===== src/rtl/rtc_txn_arbiter_if.sv =====
// Bundle between the RTC requesters, the arbiter and the RTC transaction engine.
// The arbiter takes the slave view; the requester/engine side takes the master view.
interface rtc_txn_arbiter_if;
    logic [2:0]  req;
    logic [23:0] req_addr;
    logic [23:0] req_wdata;
    logic [2:0]  req_wr;
    logic [2:0]  grant;
    logic [2:0]  done_pulse;
    logic        err_pulse;
    logic [7:0]  rd_data;
    logic        rtc_en;
    logic        rtc_w_r;
    logic [7:0]  rtc_addr;
    logic [7:0]  rtc_wdata;
    logic        rtc_done;
    logic [7:0]  rtc_rdata;

    modport slave (
        input  req, req_addr, req_wdata, req_wr, rtc_done, rtc_rdata,
        output grant, done_pulse, err_pulse, rd_data,
        output rtc_en, rtc_w_r, rtc_addr, rtc_wdata
    );

    modport master (
        output req, req_addr, req_wdata, req_wr, rtc_done, rtc_rdata,
        input  grant, done_pulse, err_pulse, rd_data,
        input  rtc_en, rtc_w_r, rtc_addr, rtc_wdata
    );
endinterface


===== src/rtl/rtc_txn_arbiter.sv =====
// Three-requester arbiter in front of a single RTC transaction engine.
// Requester 0 has absolute priority; requesters 1 and 2 alternate. A timeout aborts hung transactions.
module rtc_txn_arbiter #(
    parameter logic [15:0] TIMEOUT_CYC = 16'd50000
) (
    input  logic              clk,
    input  logic              reset_count,
    rtc_txn_arbiter_if.slave  io_bus
);
    typedef enum logic [1:0] {IDLE, BUSY, GAP} state_t;

    state_t      r_state;
    state_t      w_state_next;
    logic [1:0]  r_idx;
    logic [1:0]  r_rr;
    logic [15:0] r_cnt;
    logic [7:0]  r_addr;
    logic [7:0]  r_wdata;
    logic        r_wr;
    logic        r_err;
    logic [7:0]  r_rd_data;

    logic [1:0]  w_win_idx;
    logic [7:0]  w_sel_addr;
    logic [7:0]  w_sel_wdata;
    logic        w_sel_wr;
    logic        w_any_req;
    logic        w_timeout;
    logic [2:0]  w_onehot;
    logic [7:0]  w_addr_arr  [3];
    logic [7:0]  w_wdata_arr [3];

    generate
        for (genvar gi = 0; gi < 3; gi++) begin : g_unpack
            assign w_addr_arr[gi]  = io_bus.req_addr[8*gi +: 8];
            assign w_wdata_arr[gi] = io_bus.req_wdata[8*gi +: 8];
        end
    endgenerate

    assign w_any_req = |io_bus.req;
    assign w_timeout = (r_cnt == TIMEOUT_CYC - 16'd1);
    assign w_onehot  = 3'b001 << r_idx;

    // r_rr holds the index (1 or 2) that wins when both round-robin requesters ask
    always_comb begin
        w_win_idx = 2'd0;
        if (io_bus.req[0]) begin
            w_win_idx = 2'd0;
        end else if (io_bus.req[1] && io_bus.req[2]) begin
            w_win_idx = r_rr;
        end else if (io_bus.req[1]) begin
            w_win_idx = 2'd1;
        end else if (io_bus.req[2]) begin
            w_win_idx = 2'd2;
        end
    end

    always_comb begin
        w_sel_addr  = w_addr_arr[0];
        w_sel_wdata = w_wdata_arr[0];
        w_sel_wr    = io_bus.req_wr[0];
        case (w_win_idx)
            2'd1: begin
                w_sel_addr  = w_addr_arr[1];
                w_sel_wdata = w_wdata_arr[1];
                w_sel_wr    = io_bus.req_wr[1];
            end
            2'd2: begin
                w_sel_addr  = w_addr_arr[2];
                w_sel_wdata = w_wdata_arr[2];
                w_sel_wr    = io_bus.req_wr[2];
            end
            default: ;
        endcase
    end

    always_comb begin
        w_state_next = r_state;
        case (r_state)
            IDLE:    if (w_any_req) w_state_next = BUSY;
            BUSY:    if (io_bus.rtc_done || w_timeout) w_state_next = GAP;
            GAP:     w_state_next = IDLE;
            default: w_state_next = IDLE;
        endcase
    end

    always_ff @(posedge clk or posedge reset_count) begin
        if (reset_count) r_state <= IDLE;
        else             r_state <= w_state_next;
    end

    always_ff @(posedge clk or posedge reset_count) begin
        if (reset_count) begin
            r_idx     <= 2'd0;
            r_rr      <= 2'd1;
            r_cnt     <= 16'd0;
            r_addr    <= 8'h00;
            r_wdata   <= 8'h00;
            r_wr      <= 1'b0;
            r_err     <= 1'b0;
            r_rd_data <= 8'h00;
        end else begin
            case (r_state)
                IDLE: begin
                    if (w_any_req) begin
                        r_idx   <= w_win_idx;
                        r_addr  <= w_sel_addr;
                        r_wdata <= w_sel_wdata;
                        r_wr    <= w_sel_wr;
                        r_cnt   <= 16'd0;
                        r_err   <= 1'b0;
                        if (w_win_idx == 2'd1) r_rr <= 2'd2;
                        if (w_win_idx == 2'd2) r_rr <= 2'd1;
                    end
                end
                // completion beats a coincident timeout
                BUSY: begin
                    if (io_bus.rtc_done) begin
                        if (!r_wr) r_rd_data <= io_bus.rtc_rdata;
                    end else if (w_timeout) begin
                        r_err <= 1'b1;
                    end else begin
                        r_cnt <= r_cnt + 16'd1;
                    end
                end
                default: ;
            endcase
        end
    end

    assign io_bus.grant      = (r_state == BUSY) ? w_onehot : 3'b000;
    assign io_bus.done_pulse = (r_state == GAP)  ? w_onehot : 3'b000;
    assign io_bus.err_pulse  = (r_state == GAP) && r_err;
    assign io_bus.rtc_en     = (r_state == BUSY);
    assign io_bus.rtc_w_r    = r_wr;
    assign io_bus.rtc_addr   = r_addr;
    assign io_bus.rtc_wdata  = r_wdata;
    assign io_bus.rd_data    = r_rd_data;
endmodule

===== src/flat_wrapper.sv =====
// flat-port wrapper written by rule: the top's interface ports become plain ports
module rtc_txn_arbiter_flat 
#(
    parameter logic [15:0] TIMEOUT_CYC = 16'd50000
)
  (clk, reset_count, io_bus_req, io_bus_req_addr, io_bus_req_wdata, io_bus_req_wr, io_bus_rtc_done, io_bus_rtc_rdata, io_bus_grant, io_bus_done_pulse, io_bus_err_pulse, io_bus_rd_data, io_bus_rtc_en, io_bus_rtc_w_r, io_bus_rtc_addr, io_bus_rtc_wdata);
  rtc_txn_arbiter_if io_bus_i ();
  input  logic clk;
  input  logic reset_count;
  input wire logic [$bits(io_bus_i.req)-1:0] io_bus_req;
  input wire logic [$bits(io_bus_i.req_addr)-1:0] io_bus_req_addr;
  input wire logic [$bits(io_bus_i.req_wdata)-1:0] io_bus_req_wdata;
  input wire logic [$bits(io_bus_i.req_wr)-1:0] io_bus_req_wr;
  input wire logic [$bits(io_bus_i.rtc_done)-1:0] io_bus_rtc_done;
  input wire logic [$bits(io_bus_i.rtc_rdata)-1:0] io_bus_rtc_rdata;
  output wire logic [$bits(io_bus_i.grant)-1:0] io_bus_grant;
  output wire logic [$bits(io_bus_i.done_pulse)-1:0] io_bus_done_pulse;
  output wire logic [$bits(io_bus_i.err_pulse)-1:0] io_bus_err_pulse;
  output wire logic [$bits(io_bus_i.rd_data)-1:0] io_bus_rd_data;
  output wire logic [$bits(io_bus_i.rtc_en)-1:0] io_bus_rtc_en;
  output wire logic [$bits(io_bus_i.rtc_w_r)-1:0] io_bus_rtc_w_r;
  output wire logic [$bits(io_bus_i.rtc_addr)-1:0] io_bus_rtc_addr;
  output wire logic [$bits(io_bus_i.rtc_wdata)-1:0] io_bus_rtc_wdata;
  assign io_bus_i.req = io_bus_req;
  assign io_bus_i.req_addr = io_bus_req_addr;
  assign io_bus_i.req_wdata = io_bus_req_wdata;
  assign io_bus_i.req_wr = io_bus_req_wr;
  assign io_bus_i.rtc_done = io_bus_rtc_done;
  assign io_bus_i.rtc_rdata = io_bus_rtc_rdata;
  assign io_bus_grant = io_bus_i.grant;
  assign io_bus_done_pulse = io_bus_i.done_pulse;
  assign io_bus_err_pulse = io_bus_i.err_pulse;
  assign io_bus_rd_data = io_bus_i.rd_data;
  assign io_bus_rtc_en = io_bus_i.rtc_en;
  assign io_bus_rtc_w_r = io_bus_i.rtc_w_r;
  assign io_bus_rtc_addr = io_bus_i.rtc_addr;
  assign io_bus_rtc_wdata = io_bus_i.rtc_wdata;
  rtc_txn_arbiter #(.TIMEOUT_CYC(TIMEOUT_CYC)) u_core (.clk(clk), .reset_count(reset_count), .io_bus(io_bus_i));
endmodule

===== config.mk =====
export PLATFORM = sky130hd
export DESIGN_NAME = rtc_txn_arbiter_flat
export DESIGN_NICKNAME = d
export VERILOG_FILES = /design/src/rtl/rtc_txn_arbiter_if.sv /design/src/rtl/rtc_txn_arbiter.sv /design/src/flat_wrapper.sv
export SDC_FILE = /design/constraint.sdc
export NUM_CORES = 1
export LEC_CHECK = 0
export BUFFER_PORTS_ARGS = -buffer_cell sky130_fd_sc_hd__buf_2
export CORE_ASPECT_RATIO = 1.25
export CORE_MARGIN = 5
export CORE_UTILIZATION = 44
export CTS_CLUSTER_DIAMETER = 30
export DETAILED_ROUTE_END_ITERATION = 12
export GPL_ROUTABILITY_DRIVEN = 0
export PLACE_DENSITY = 0.74
export SLEW_MARGIN = 30
export SYNTH_ARGS = -nofsm -noshare
export SYNTH_HDL_FRONTEND = slang
export SYNTH_SLANG_ARGS = --single-unit

===== constraint.sdc =====
create_clock -name clk -period 2 [get_ports clk]
set_input_delay 0 -clock clk [delete_from_list [all_inputs] [get_ports clk]]
set_output_delay 0 -clock clk [all_outputs]
set_load 0.01 [all_outputs]

==> key figures <==
Synthesis
  – Commonest cells post-synth: 47 x dfrtp_1, 42 x o21ai_0, 34 x nor2_1, 31 x nand2_1, 27 x a21oi_1
  – Area contributors post-synth: dfrtp_1 47%, o21ai_0 8.5%, a21oi_1 5.5%
  – Post-synthesis cell count: between 200 and 300
  – Synth Warn #: 0
  – Post-synth cell types: 30
  – Top-area cell type share of the netlist area: a little under half
  – Flops & latches, synth: 48
  – Cell taking the most area after synthesis: dfrtp_1
  – Syn Area/Cell: roughly 8.8 µm²
  – FFs w/ async S/R, synth: 100%
  – Number of synthesized flops with an enable pin: 0
  – Mapped Area: ~2500 µm²
  – Post-synthesis sequential area ratio: 48.5%
  – Ys flop type: dfrtp_1
  – Syn Nets: around 350
  – Most numerous cell in the Yosys netlist: dfrtp_1

GRT
  – First-pass GRT wire length: between 10000 and 15000 µm
  – Pin count of the biggest net entering global routing: 39
  – Total grt overflow: 0
  – Vias in the first global route: between 2000 and 3000
  – Initial antenna violation count: 0
  – Tot GR Track Use: 20.3%

CTS
  – CTS tree: yes
  – CTS max path bufs: 2
  – CTS buffer count: 5
  – Root Driver: clkbuf_8
  – CTS sink cnt: 48
  – Clk Latency, worst-skew pair: between 300 and 400 ps
  – H-tree Lvls: 2
  – CTS clock-pin slew for the worst setup and hold paths: approximately 90 ps

Outcome
  – Failing checks: setup timing
  – Status: finished, violations left

Power and ir drop
  – PwrDens: between 900 and 1000 nW/µm²
  – Power Total: between 3000 and 4000 µW
  – Peak VDD IR: between 0.4 and 0.5 mV
  – Leak Pwr: around 0.0017 µW

Setup path
  – Type of the worst setup path: reg2reg
  – CP startpoint kind: register
  – CP Max Fanout: 7
  – Critical Path Sink Type: register
  – Data required, critical path: between 2000 and 2500 ps
  – CP arrival: about 2200 ps

Worst hold path
  – Min-delay worst type: in2reg

Placed design
  – Hpwl dp: about 5000 µm
  – Placed Area: about 3100 µm²
  – Place WS: -67.7 ps
  – Port Buf Inserts: 97
  – Dpl cells: around 440

Floorplanning
  – Starting Density: 45.5%
  – Die H: 93.9 µm
  – Placeable Area: between 5000 and 6000 µm²
  – IO Count: between 90 and 100
  – Row cnt: 30
  – Die Width: 77.1 µm
  – Die footprint: 7240 µm²

STA
  – Fmax: between 0.4 and 0.5 GHz
  – Fin. Hold Viols: 0
  – Setup Skew: ~12 ps
  – Setup ws final: -0.0486 ps
  – Worst slew margin: between 50% and 60%
  – Post-layout min period: around 2000 ps
  – Final setup violating endpoints: 1
  – Slew of the pin with the lowest slew margin: 602 ps
  – Setup TNS: -0.0486 ps
  – RSZ-0062 raised after global routing: true
  – Max-slew violation count: 0
  – Fraction of the cycle the final worst path needs: 100%

Detailed routing
  – DR vias: around 2600
  – DRT iter0 DRCs: between 200 and 250
  – First-pass DRT Iterations: 6
  – Routed wire length: 7180 µm
  – Drc violations: 0
  – Wirelength per Cell: between 10 and 15 µm
  – Final ANT Viol Nets: 0
  – Vias per cell: 5.48

Layout
  – Share of cells above drive strength 1: a little over a third
  – Finished Layout Cells: approximately 480
  – Fin area: 3570 µm²
  – ANT cells: 0
  – Flip-flop and latch area: roughly 1200 µm²
  – Layout net count: 484
  – Footprint of the multi-input gates: 1230 µm²
  – Layout filler cell count: between 400 and 500
  – Area Overhead vs Synth: 44.1%

Run
  – Max-capacitance violation count: 0
## power by group
part / internal, µW / switching [µW] / leakage [µW]
combinational: 623 / 752 / 0.00102
sequential: 1280 / 195 / 0.000615
clock: 374 / 322 / 0.0000524
total: 2280 / 1270 / 0.00169
## worst max-delay path: stages (launching register included)
cell and delay (ps):
dfrtp_1 390, or4b_4 540, or4_4 520, o21ai_4 200, buf_12 150, o21ai_2 50
o21ai_1 90
## cell families (layout without fill, tap and decap cells)
group	Yosys count	in the layout	share of synthesized area, %
flip-flops	48	48	48.5
multiplexers	9	9	4.09
adder cells (fa/ha/maj)	3	3	1.52
AO/OA/AOI/OAI	97	97	22.4
AND/OR/NAND/NOR	103	103	20.3
buffers and inverters	21	157	3.18
## area by class of cell
cell class / count / share of cell area, %
Tap cell: 64 / 2.24
Timing Repair Buffer: 142 / 26.0
Clock inverter: 1 / 0.841
Multi-Input combinational cell: 212 / 34.4
Sequential cell: 48 / 33.7
Inverter: 7 / 0.736
Clock buffer: 7 / 2.14
## timing repair
| action | CTS | global route |
|---|---|---|
| pin swaps | 4 | 6 |
| endpoints found under the hold margin | 46 | 0 |
| setup endpoints to repair | 10 | 24 |
| gates resized for setup | 12 | 8 |
| hold buffers | 25 | 0 |
| buffers inserted | 2 | 2 |
## stage by stage
stage | util, % | hold WS (ps)
after floorplan | - | 130
after global placement | 57.6 | 65.4
after detailed placement | 57.7 | 80.6
after CTS | 64.8 | 7.93
after global routing | 65.6 | 21.1
final | 65.6 | 6.91
## sequential cells by signal, summed over array words and instances, names as in the netlist
name                     count
u_core.io_bus.rtc_addr       8
u_core.r_rr                  2
u_core.r_cnt                16
u_core.r_idx                 2
u_core.r_err                 1
u_core.r_state               2
u_core.io_bus.rtc_wdata      8
u_core.io_bus.rd_data        8
u_core.io_bus.rtc_w_r        1
## cell usage in the layout, fill, tap and decap left out, types with 3 or more instances in the layout
master,n
nand2_1,31
dfrtp_1,47
mux2_2,9
o21ai_0,29
clkbuf_8,5
a22oi_1,17
buf_4,16
a31oi_1,7
nor4_1,3
o21ai_1,12
nand2b_1,6
buf_12,3
a21oi_1,26
nand3_1,8
inv_1,5
nor3_1,4
dlygate4sd3_1,25
nand4_1,6
nor2_1,34
buf_2,97
## per-layer routing
metal / vias to the layer above / global-route usage, % / wire (µm)
met2: 105 / 36.7 / 3790
met4: 0 / 7.88 / 141
met1: 1242 / 22.3 / 2710
met5: - / 0 / 0
met3: 12 / 5.76 / 539
li1: 1279 / - / -
## path summary, 6_finish.rpt
kind | from | to | slack (ps) | depth (start not counted)
min in group asynchronous | reset_count | u_core.io_bus.rtc_wdata[0]$_DFFE_PP0P_ | 300 | 3
worst max-delay path | u_core.r_cnt[11]$_DFFE_PP0P_ | u_core.r_cnt[11]$_DFFE_PP0P_ | -0.05 | 6
max in group asynchronous | reset_count | u_core.r_cnt[4]$_DFFE_PP0P_ | 1160 | 4
worst min-delay path | io_bus_rtc_done | u_core.r_state[1]$_DFFE_PP0P_ | 7 | 3
worst min register to register | u_core.io_bus.rtc_wdata[5]$_DFFE_PP0P_ | u_core.io_bus.rtc_wdata[5]$_DFFE_PP0P_ | 480 | 2
worst max register to register | u_core.r_cnt[11]$_DFFE_PP0P_ | u_core.r_cnt[11]$_DFFE_PP0P_ | -0.05 | 6
(Power assumes the default switching activity.)
